<file path="src/rtl/slave_pkg.sv">
// -----------------------------------------------------------------------------
// slave_pkg: shared definitions for the serial slave port.
//   - FSM state encoding (state_t)
//   - default address widths and the fixed data width (8 bits)
//   - cnt_width(): width of the shared bit counter, which has to count both the
//     address bits and the 8 transmitted data bits
// -----------------------------------------------------------------------------
package slave_pkg;

    localparam int DEF_ADDR_W = 12;
    localparam int DEF_MEM_AW = 8;
    localparam int DATA_W     = 8;

    typedef enum logic [2:0] {
        ST_IDLE,
        ST_RX,
        ST_WRITE,
        ST_READ_WAIT,
        ST_READ_ACK,
        ST_READ_TX
    } state_t;

    // The counter must reach max(addr_w, DATA_W) - 1.
    function automatic int cnt_width(input int addr_w);
        int n;
        n = (addr_w > DATA_W) ? addr_w : DATA_W;
        return (n <= 2) ? 1 : $clog2(n);
    endfunction

endpackage

</file>
<file path="src/rtl/slave_bram.sv">
// -----------------------------------------------------------------------------
// slave_bram: single-port-style byte memory, 2^AW x 8.
//   Synchronous write, registered (one-cycle) read. Contents are not reset.
// Ports:
//   clock  in   rising-edge clock
//   we     in   write enable
//   waddr  in   write address
//   wdata  in   write data
//   raddr  in   read address (sampled every cycle)
//   rdata  out  registered read data
// -----------------------------------------------------------------------------
module slave_bram
    import slave_pkg::*;
#(
    parameter int AW = DEF_MEM_AW
) (
    input  logic              clock,
    input  logic              we,
    input  logic [AW-1:0]     waddr,
    input  logic [DATA_W-1:0] wdata,
    input  logic [AW-1:0]     raddr,
    output logic [DATA_W-1:0] rdata
);

    logic [DATA_W-1:0] mem [2**AW];

    always_ff @(posedge clock) begin
        if (we) begin
            mem[waddr] <= wdata;
        end
        rdata <= mem[raddr];
    end

endmodule

</file>
<file path="src/rtl/slave_port.sv">
// -----------------------------------------------------------------------------
// slave_port: bit-serial memory slave.
//   A transaction starts when valid is seen in IDLE. ADDR_W address bits are
//   shifted in MSB first; for writes the last 8 of those cycles also carry the
//   data byte on data_rx. Writes commit in WRITE; reads pulse slave_valid for
//   one cycle and then shift the byte out on data_tx, MSB first.
//
// Optional feature: define SLAVE_WAIT_EN to insert WAIT_CYCLES cycles of
// READ_WAIT before the read acknowledge. Without it READ_WAIT is unreachable
// and no wait counter exists.
//
// Ports:
//   clock        in   rising-edge clock
//   rst_n        in   asynchronous active-low reset
//   valid        in   transaction valid from master
//   write_en     in   1 = write, 0 = read (sampled in IDLE)
//   addr_rx      in   serial address, MSB first
//   data_rx      in   serial write data, MSB first
//   data_tx      out  serial read data, MSB first (0 outside READ_TX)
//   slave_valid  out  one-cycle pulse announcing read data
//   slave_ready  out  high only in IDLE
// -----------------------------------------------------------------------------
module slave_port
    import slave_pkg::*;
#(
    parameter int ADDR_W      = DEF_ADDR_W,
    parameter int MEM_AW      = DEF_MEM_AW,
    parameter int WAIT_CYCLES = 4
) (
    input  logic clock,
    input  logic rst_n,
    input  logic valid,
    input  logic write_en,
    input  logic addr_rx,
    input  logic data_rx,
    output logic data_tx,
    output logic slave_valid,
    output logic slave_ready
);

    localparam int CNT_W = cnt_width(ADDR_W);
    localparam logic [CNT_W-1:0] LAST_BIT   = CNT_W'(ADDR_W - 1);
    localparam logic [CNT_W-1:0] DATA_START = CNT_W'(ADDR_W - DATA_W);
    localparam logic [CNT_W-1:0] TX_LAST    = CNT_W'(DATA_W - 1);

    state_t              state;
    logic [CNT_W-1:0]    cnt;
    logic                is_write;
    // Only the low MEM_AW address bits are kept: MSB-first shifting pushes the
    // ignored upper bits out of the register on their own.
    logic [MEM_AW-1:0]   addr_q;
    logic [MEM_AW-1:0]   addr_next;
    logic [DATA_W-1:0]   data_q;
    logic [DATA_W-1:0]   shreg;
    logic [DATA_W-1:0]   rdata;
    logic [MEM_AW-1:0]   raddr;
    logic                mem_we;

`ifdef SLAVE_WAIT_EN
    localparam int WCNT_W = (WAIT_CYCLES > 1) ? $clog2(WAIT_CYCLES) : 1;
    localparam logic [WCNT_W-1:0] WAIT_LAST = WCNT_W'(WAIT_CYCLES - 1);
    logic [WCNT_W-1:0] wcnt;
`endif

    assign addr_next = {addr_q[MEM_AW-2:0], addr_rx};
    assign mem_we    = (state == ST_WRITE);

    // During RX the read address follows the bits as they arrive, so the
    // registered read of the final address completes by the READ_ACK cycle.
    assign raddr = (state == ST_RX) ? addr_next : addr_q;

    slave_bram #(.AW(MEM_AW)) u_bram (
        .clock (clock),
        .we    (mem_we),
        .waddr (addr_q),
        .wdata (data_q),
        .raddr (raddr),
        .rdata (rdata)
    );

    always_ff @(posedge clock or negedge rst_n) begin
        if (!rst_n) begin
            state       <= ST_IDLE;
            cnt         <= '0;
            is_write    <= 1'b0;
            addr_q      <= '0;
            data_q      <= '0;
            shreg       <= '0;
            data_tx     <= 1'b0;
            slave_valid <= 1'b0;
            slave_ready <= 1'b1;
`ifdef SLAVE_WAIT_EN
            wcnt        <= '0;
`endif
        end else begin
            slave_valid <= 1'b0;
            case (state)
                ST_IDLE: begin
                    if (valid) begin
                        is_write    <= write_en;
                        cnt         <= '0;
                        state       <= ST_RX;
                        slave_ready <= 1'b0;
                    end
                end

                ST_RX: begin
                    if (!valid) begin
                        // Abort: nothing committed, back to IDLE.
                        cnt         <= '0;
                        state       <= ST_IDLE;
                        slave_ready <= 1'b1;
                    end else begin
                        addr_q <= addr_next;
                        if (is_write && cnt >= DATA_START) begin
                            data_q <= {data_q[DATA_W-2:0], data_rx};
                        end
                        if (cnt == LAST_BIT) begin
                            cnt <= '0;
                            if (is_write) begin
                                state <= ST_WRITE;
                            end else begin
`ifdef SLAVE_WAIT_EN
                                wcnt  <= '0;
                                state <= ST_READ_WAIT;
`else
                                slave_valid <= 1'b1;
                                state       <= ST_READ_ACK;
`endif
                            end
                        end else begin
                            cnt <= cnt + CNT_W'(1);
                        end
                    end
                end

                ST_WRITE: begin
                    state       <= ST_IDLE;
                    slave_ready <= 1'b1;
                end

`ifdef SLAVE_WAIT_EN
                ST_READ_WAIT: begin
                    if (wcnt == WAIT_LAST) begin
                        slave_valid <= 1'b1;
                        state       <= ST_READ_ACK;
                    end else begin
                        wcnt <= wcnt + WCNT_W'(1);
                    end
                end
`endif

                ST_READ_ACK: begin
                    // First bit goes straight out; the rest queue in shreg.
                    data_tx <= rdata[DATA_W-1];
                    shreg   <= {rdata[DATA_W-2:0], 1'b0};
                    cnt     <= '0;
                    state   <= ST_READ_TX;
                end

                ST_READ_TX: begin
                    if (cnt == TX_LAST) begin
                        data_tx     <= 1'b0;
                        cnt         <= '0;
                        state       <= ST_IDLE;
                        slave_ready <= 1'b1;
                    end else begin
                        data_tx <= shreg[DATA_W-1];
                        shreg   <= {shreg[DATA_W-2:0], 1'b0};
                        cnt     <= cnt + CNT_W'(1);
                    end
                end

                default: begin
                    cnt         <= '0;
                    data_tx     <= 1'b0;
                    state       <= ST_IDLE;
                    slave_ready <= 1'b1;
                end
            endcase
        end
    end

endmodule

</file>
<file path="config.mk">
export PLATFORM = sky130hd
export DESIGN_NAME = slave_port
export DESIGN_NICKNAME = d
export VERILOG_FILES = /design/src/rtl/slave_pkg.sv /design/src/rtl/slave_bram.sv /design/src/rtl/slave_port.sv
export SDC_FILE = /design/constraint.sdc
export NUM_CORES = 2
export LEC_CHECK = 0
export ABC_AREA = 1
export BUFFER_PORTS_ARGS = -buffer_cell sky130_fd_sc_hd__buf_2
export CAP_MARGIN = 25
export CORE_MARGIN = 4
export CORE_UTILIZATION = 31
export DETAILED_ROUTE_END_ITERATION = 10
export PLACE_DENSITY = 0.55
export SYNTH_ARGS = -nofsm -noshare
export SYNTH_HDL_FRONTEND = slang
export SYNTH_SLANG_ARGS = --single-unit
export TNS_END_PERCENT = 5
</file>
<file path="constraint.sdc">
create_clock -name clock -period 5.3 [get_ports clock]
set_input_delay 0.795 -clock clock [delete_from_list [all_inputs] [get_ports clock]]
set_output_delay 0.795 -clock clock [all_outputs]
set_load 0.005 [all_outputs]
</file>
---- Word level (Yosys, flattened, before mapping) ----
Memory sizes are Yosys's and may differ from the RTL's. A register that Yosys moved wholly into a read port is not among the register bits.
Index checks and enable logic that the tools add are counted.
cells by class
  add/sub/neg operators ................... 1
  $lt $le $gt $ge ......................... 1
  equal/unequal tests ..................... 11
  multiplexer cells ....................... 26
  bitwise logic cells ..................... 2
  reduce and logical (&&, ||, !) cells .... 11
operators by type and width
  kind                   count
  $mux W4                4
  $mux W8                2
  $pmux W4 S4            1
  $pmux W8 S2            1
  $mux W3                5
  $pmux W3 S4            1
  $mux W1                10
  $ne A2 B2 Y1 const B   4
  $reduce_and A2 Y1      4
  $eq A3 B3 Y1 const B   2
  $reduce_and A3 Y1      2
  $add A4 B1 Y4 const B  1
  $eq A4 B3 Y1 const B   1
  $eq A4 B4 Y1 const B   1
  $ge A4 B3 Y1 const B   1
  $pmux W1 S4            1
  $reduce_and A4 Y1      1
  $eq A3 B1 Y1 const B   1
  $eq A3 B2 Y1 const B   1
  $logic_not A3 Y1       1
  $ne A3 B2 Y1 const B   1
  $pmux W1 S3            1
  $reduce_or A3 Y1       1
  $not A1 Y1             2
  2 further kinds        2
storage, ports and cells
  register bits after elaboration ......... 35
  memory bits (writable) .................. 2048
  input port bits ......................... 6
  output and inout bits ................... 3
  logic and storage cells ................. 62
  memories ................................ 1
memories
  name        words  width  rd ports  clocked after Yosys merged registers in  wr ports  line              RTL
  u_bram.mem  256    8      1         1                                        1         slave_bram.sv:25  logic [DATA_W-1:0] mem [2**AW];

---- Depth between registers and ports, before layout ----
  depth in word-level cells ............... 4
  mapped depth ............................ 18
  depth with buffers taken out ............ 14

---- By module ----
From an unflattened synthesis, not the netlist that was laid out.
second synthesis, totals
  cells, all modules ...................... 7211
  area total of the unflattened synthesis .. 85092.9 sq um
by module, submodules not included
  module      instances  cells an instance  area each (sq um)  seq. area each (sq um)
  slave_bram  1          7003               83396.2            61659.1
  slave_port  1          208                1696.6             852.1

---- Worst setup path before layout ----
Ideal clock, no wire load.
  path type ............................... register -> register
  start point ............................. reg data_q[1]
  end point ............................... mem u_bram.mem[0][1], data pin
  setup time .............................. 0.807 ns
  arrival ................................. 3.198 ns
  required time ........................... 4.493 ns
  path slack .............................. 1.295 ns
  cell stages (with the launch flop) ...... 1
  path buffers ............................ 0
  period minus slack after synthesis ...... 4.005 ns
  cells stage by stage .................... dfrtp_1
RTL lines
  element                 line               RTL
  from (decl)             slave_port.sv:53   logic [DATA_W-1:0] data_q;
  from (signal assigned)  slave_port.sv:116  data_q <= {data_q[DATA_W-2:0], data_rx};
  to (decl)               slave_bram.sv:25
No word-level cell before the write port.

---- Worst setup path after layout ----
  start point ............................. reg state[0]
  end point ............................... reg u_bram.rdata[1], read port of u_bram.mem
on the way
  longest elaborated chain between the ends .. 2
ends and longest elaborated chain
  element                 line               RTL
  from (decl)             slave_port.sv:46   state_t state;
  from (signal assigned)  slave_port.sv:83   state <= ST_IDLE;
  from (signal assigned)  slave_port.sv:102  state <= ST_RX;
  from (signal assigned)  slave_port.sv:111  state <= ST_IDLE;
  $eq A3 B1 Y1            slave_port.sv:70   assign raddr = (state == ST_RX) ? addr_next : addr_q;
  $mux W8                 slave_port.sv:70
  to (decl)               slave_bram.sv:22   output logic [DATA_W-1:0] rdata
Every way passes these cells.
A chain may end at the register's enable or synchronous reset.

==> reports/metrics.yaml <==
run_status: "complete, no violations"
post_synth_most_frequent_cells: "2360 x nand2_1, 2048 x edfxtp_1, 1582 x nand3_1, 1173 x inv_1, 281 x nor2_1"
placeable_core_area_mm2: 0.288
synth_async_sr_flop_share: 0.0163
critical_path.reg2reg.endpoint: "u_bram.rdata[1]"
r2r_slack_ns: 0.99
port_buffers: 8
clock_tree_from_tritoncts: "built"
clock_tree.htree_level_count: 4
yosys-top-cells-area: "edfxtp_1 69%, nand2_1 9.9%, nand3_1 8.8%"
layout.nets: 8181
critPathLaunchType: "flop"
cellLeakagePower_nw: 38.3
cp.arrival_ns: 5.04
fmax_ghz: 0.232
worstHoldPathCells: 3
p_sw_frac: 0.442
floorplan.die_area_mm2: 0.298
cts-buffers-inserted: 216
synth.most_common_cell: "nand2_1"
postCtsSetupBuffers: 0
drtIter0Drc: 6311
drt_pass1_iterations: 6
detailed_place_hpwl_mm: 138
min_to: "data_q[0]"
globalRouteTotalUtil: 0.165
min_period_ns: 4.31
yosys_most_used_dff: "edfxtp_1"
grt_pass1_vias: 56300
netlist.area_leader.share: 0.687
preCtsSetupSlack_ns: 1.07
yosys.area.top_type: "edfxtp_1"
drc: 0
route.detailed.vias_per_inst: 4.91
clk_skew_ns: 0.0554
final_layout_size_suffix_gt1_frac: 0.0553
post-route-cell-area_mm2: 0.100
ys_ff_latch: 2090
rsz0062_at_grt: "false"
drt.antenna.violating_nets: 0
dr_total_vias: 59600
synth_enable_flop_cells: 2048
criticalPathCategory: "flop to flop"
root_buffer: "clkbuf_16"
ff2ff_path_depth: 14
number_of_endpoints_failing_setup_at_the_final_stage: 0
seq_area_frac_synth: 0.698
clock_sink_count: 2090
syn-cell-area_mm2: 0.0896
fp.dieW_um: 546
power.net_switching_w: 0.0279
p_int_w: 0.0352
setup_total_negative_slack_ns: 0
place_area_mm2: 0.0935
avgSynthCellArea_um2: 10.8
worstPathRequired_ns: 6.03
hold_path.startpoint: "data_rx"
critical_path.reg2reg.startpoint: "state[0]"
globalRoute.totalOverflow: 0
max_slew_margin: 0.262
design.portCount: 9
total_routed_length_mm: 254
p_seq_frac: 0.330
ys_types: 32
clockBufferDepth: 3
worst-path-max-fanout: 69
syn_nets: 8328
hold_path.class: "primary input to flop"
max-cap-violations: 0
antenna_found_initial: 9
finalWorstSetupSlack_ns: 0.993
hold_viol_final: 0
routed_wire_length_per_instance_um: 20.9
die-height_um: 546
netlist_instances: 8321
worstSkewPairLatency_ns: 0.87
final.period_utilization: 0.813
placementRows: 197
syn2layout_area_growth_pct: 12.0
final.fill_count: 28400
place.gp.congestion: 0.827
final-max-slew-violation-count: 0
grt_pass1_wl_mm: 376
power.ir.vdd_worst_mv: 0.926
post_cts_resized: 0
grt_max_degree: 167
clk_transition_reported_paths_ns: 0.06
crit_path_end_kind: "flop"
synth-warning-count: 0
p_clk_frac: 0.231
cellPowerDensity_mw_per_mm2: 629
comb_power_share: 0.439
worstMarginPinSlew_ns: 1.11
cts_hold_buf: 0
initial_core_utilization: 0.311
## power groups by stage
stage	Sequential (W)	Combinational [W]	Clock, W
floorplan	0.0220	0.0166	0
finish	0.0208	0.0277	0.0146
CTS	0.0208	0.0277	0.0148
global placement	0.0211	0.0275	0
global route	0.0208	0.0300	0.0155
detailed placement	0.0212	0.0276	0
## through the flow
stage | utilization | hold WS, ns | power [W] | cells
after global placement | 0.325 | 0.461 | 0.0486 | 11700
after CTS | 0.348 | 0.0563 | 0.0633 | 12100
after global routing | 0.348 | 0.216 | 0.0664 | 12100
after detailed placement | 0.325 | 0.450 | 0.0488 | 11700
after floorplan | - | 0.414 | 0.0386 | 8321
final | 0.348 | 0.197 | 0.0631 | 12100
## layout by cell type, fill, tap and decap left out, types with 7 or more instances in the layout
cell type	netlist	layout
nand3b_1	55	55
inv_16	0	7
o21ai_0	32	31
dfrtp_4	0	8
edfxtp_1	2048	2048
nand3_1	1582	1582
clkinvlp_4	0	7
nor3_1	7	7
clkinv_2	0	39
clkbuf_16	0	217
clkbuf_1	158	54
clkinv_1	0	48
dfrtp_1	33	25
buf_12	0	45
bufinv_16	0	9
nand2_2	2	15
nand2_1	2360	2344
a21oi_1	17	17
dfxtp_1	8	8
buf_4	51	70
inv_1	1173	1171
o211ai_1	209	209
o21ai_4	0	7
nor2_1	281	281
buf_2	243	8
## how the worst max path moves through the flow
stage                         start                to  slack [ns]  depth (start not counted)
after detailed placement   state[0]   u_bram.rdata[1]        1.07                         14
after CTS                  state[0]   u_bram.rdata[1]        1.07                         14
after global routing       state[2]   u_bram.rdata[1]        0.77                         15
final                      state[0]   u_bram.rdata[1]        0.99                         14
after floorplan           data_q[1]  u_bram.mem[0][1]        1.30                          0
after global placement     state[0]   u_bram.rdata[1]        1.13                         14
## cells by family (layout without fill, tap and decap cells)
| logic type | after synthesis | count (layout) | synth area share |
|---|---|---|---|
| simple gates | 4291 | 4291 | 0.205 |
| flops | 2090 | 2090 | 0.698 |
| buf+inv | 1668 | 1699 | 0.0761 |
| compound gates | 270 | 270 | 0.0212 |
| fa+ha+maj | 1 | 1 | 0.000140 |
| xor+xnor | 1 | 1 | 0.0000978 |
| other cells | 0 | 4 | 0 |
## critical path, cell delays in order, from the launching register on
cell,delay [ns]
dfrtp_1,0.46
nand3_2,0.11
buf_4,0.33
nand2_4,0.32
nand2_8,0.56
buf_4,0.67
nand2_1,0.12
o211ai_1,0.14
nand3_1,0.18
nand3_1,0.14
nand3_1,0.17
nand3_1,0.22
nand3_1,0.16
nand3_1,0.39
nand2_1,0.10
## registers in the layout, indices dropped and copies added (netlist names)
| signal | flops |
|---|---|
| u_bram.mem | 2048 |
| addr_q | 8 |
| data_q | 8 |
| u_bram.rdata | 8 |
| shreg | 7 |
| cnt | 4 |
| state | 3 |
| data_tx | 1 |
| is_write | 1 |
| slave_ready | 1 |
| slave_valid | 1 |
## final cells by class
type	instances	area, µm²	share of cell area
Tap cell	3781	4730	0.0472
Multi-Input combinational cell	4563	20400	0.203
Antenna cell	4	10.0	0.0000998
Clock buffer	275	5690	0.0567
Clock inverter	121	1020	0.0102
Inverter	1177	4430	0.0441
Timing Repair Buffer	126	1500	0.0150
Sequential cell	2090	62500	0.623
## metal layers
layer / wire length (µm) / vias up / global-route usage
met5: 19 / - / 0
met4: 8480 / 4 / 0.0571
met3: 19800 / 413 / 0.0241
met2: 116000 / 2446 / 0.260
met1: 109000 / 29100 / 0.232
li1: - / 27600 / -
Note: power is estimated with default switching activity, not from simulation.
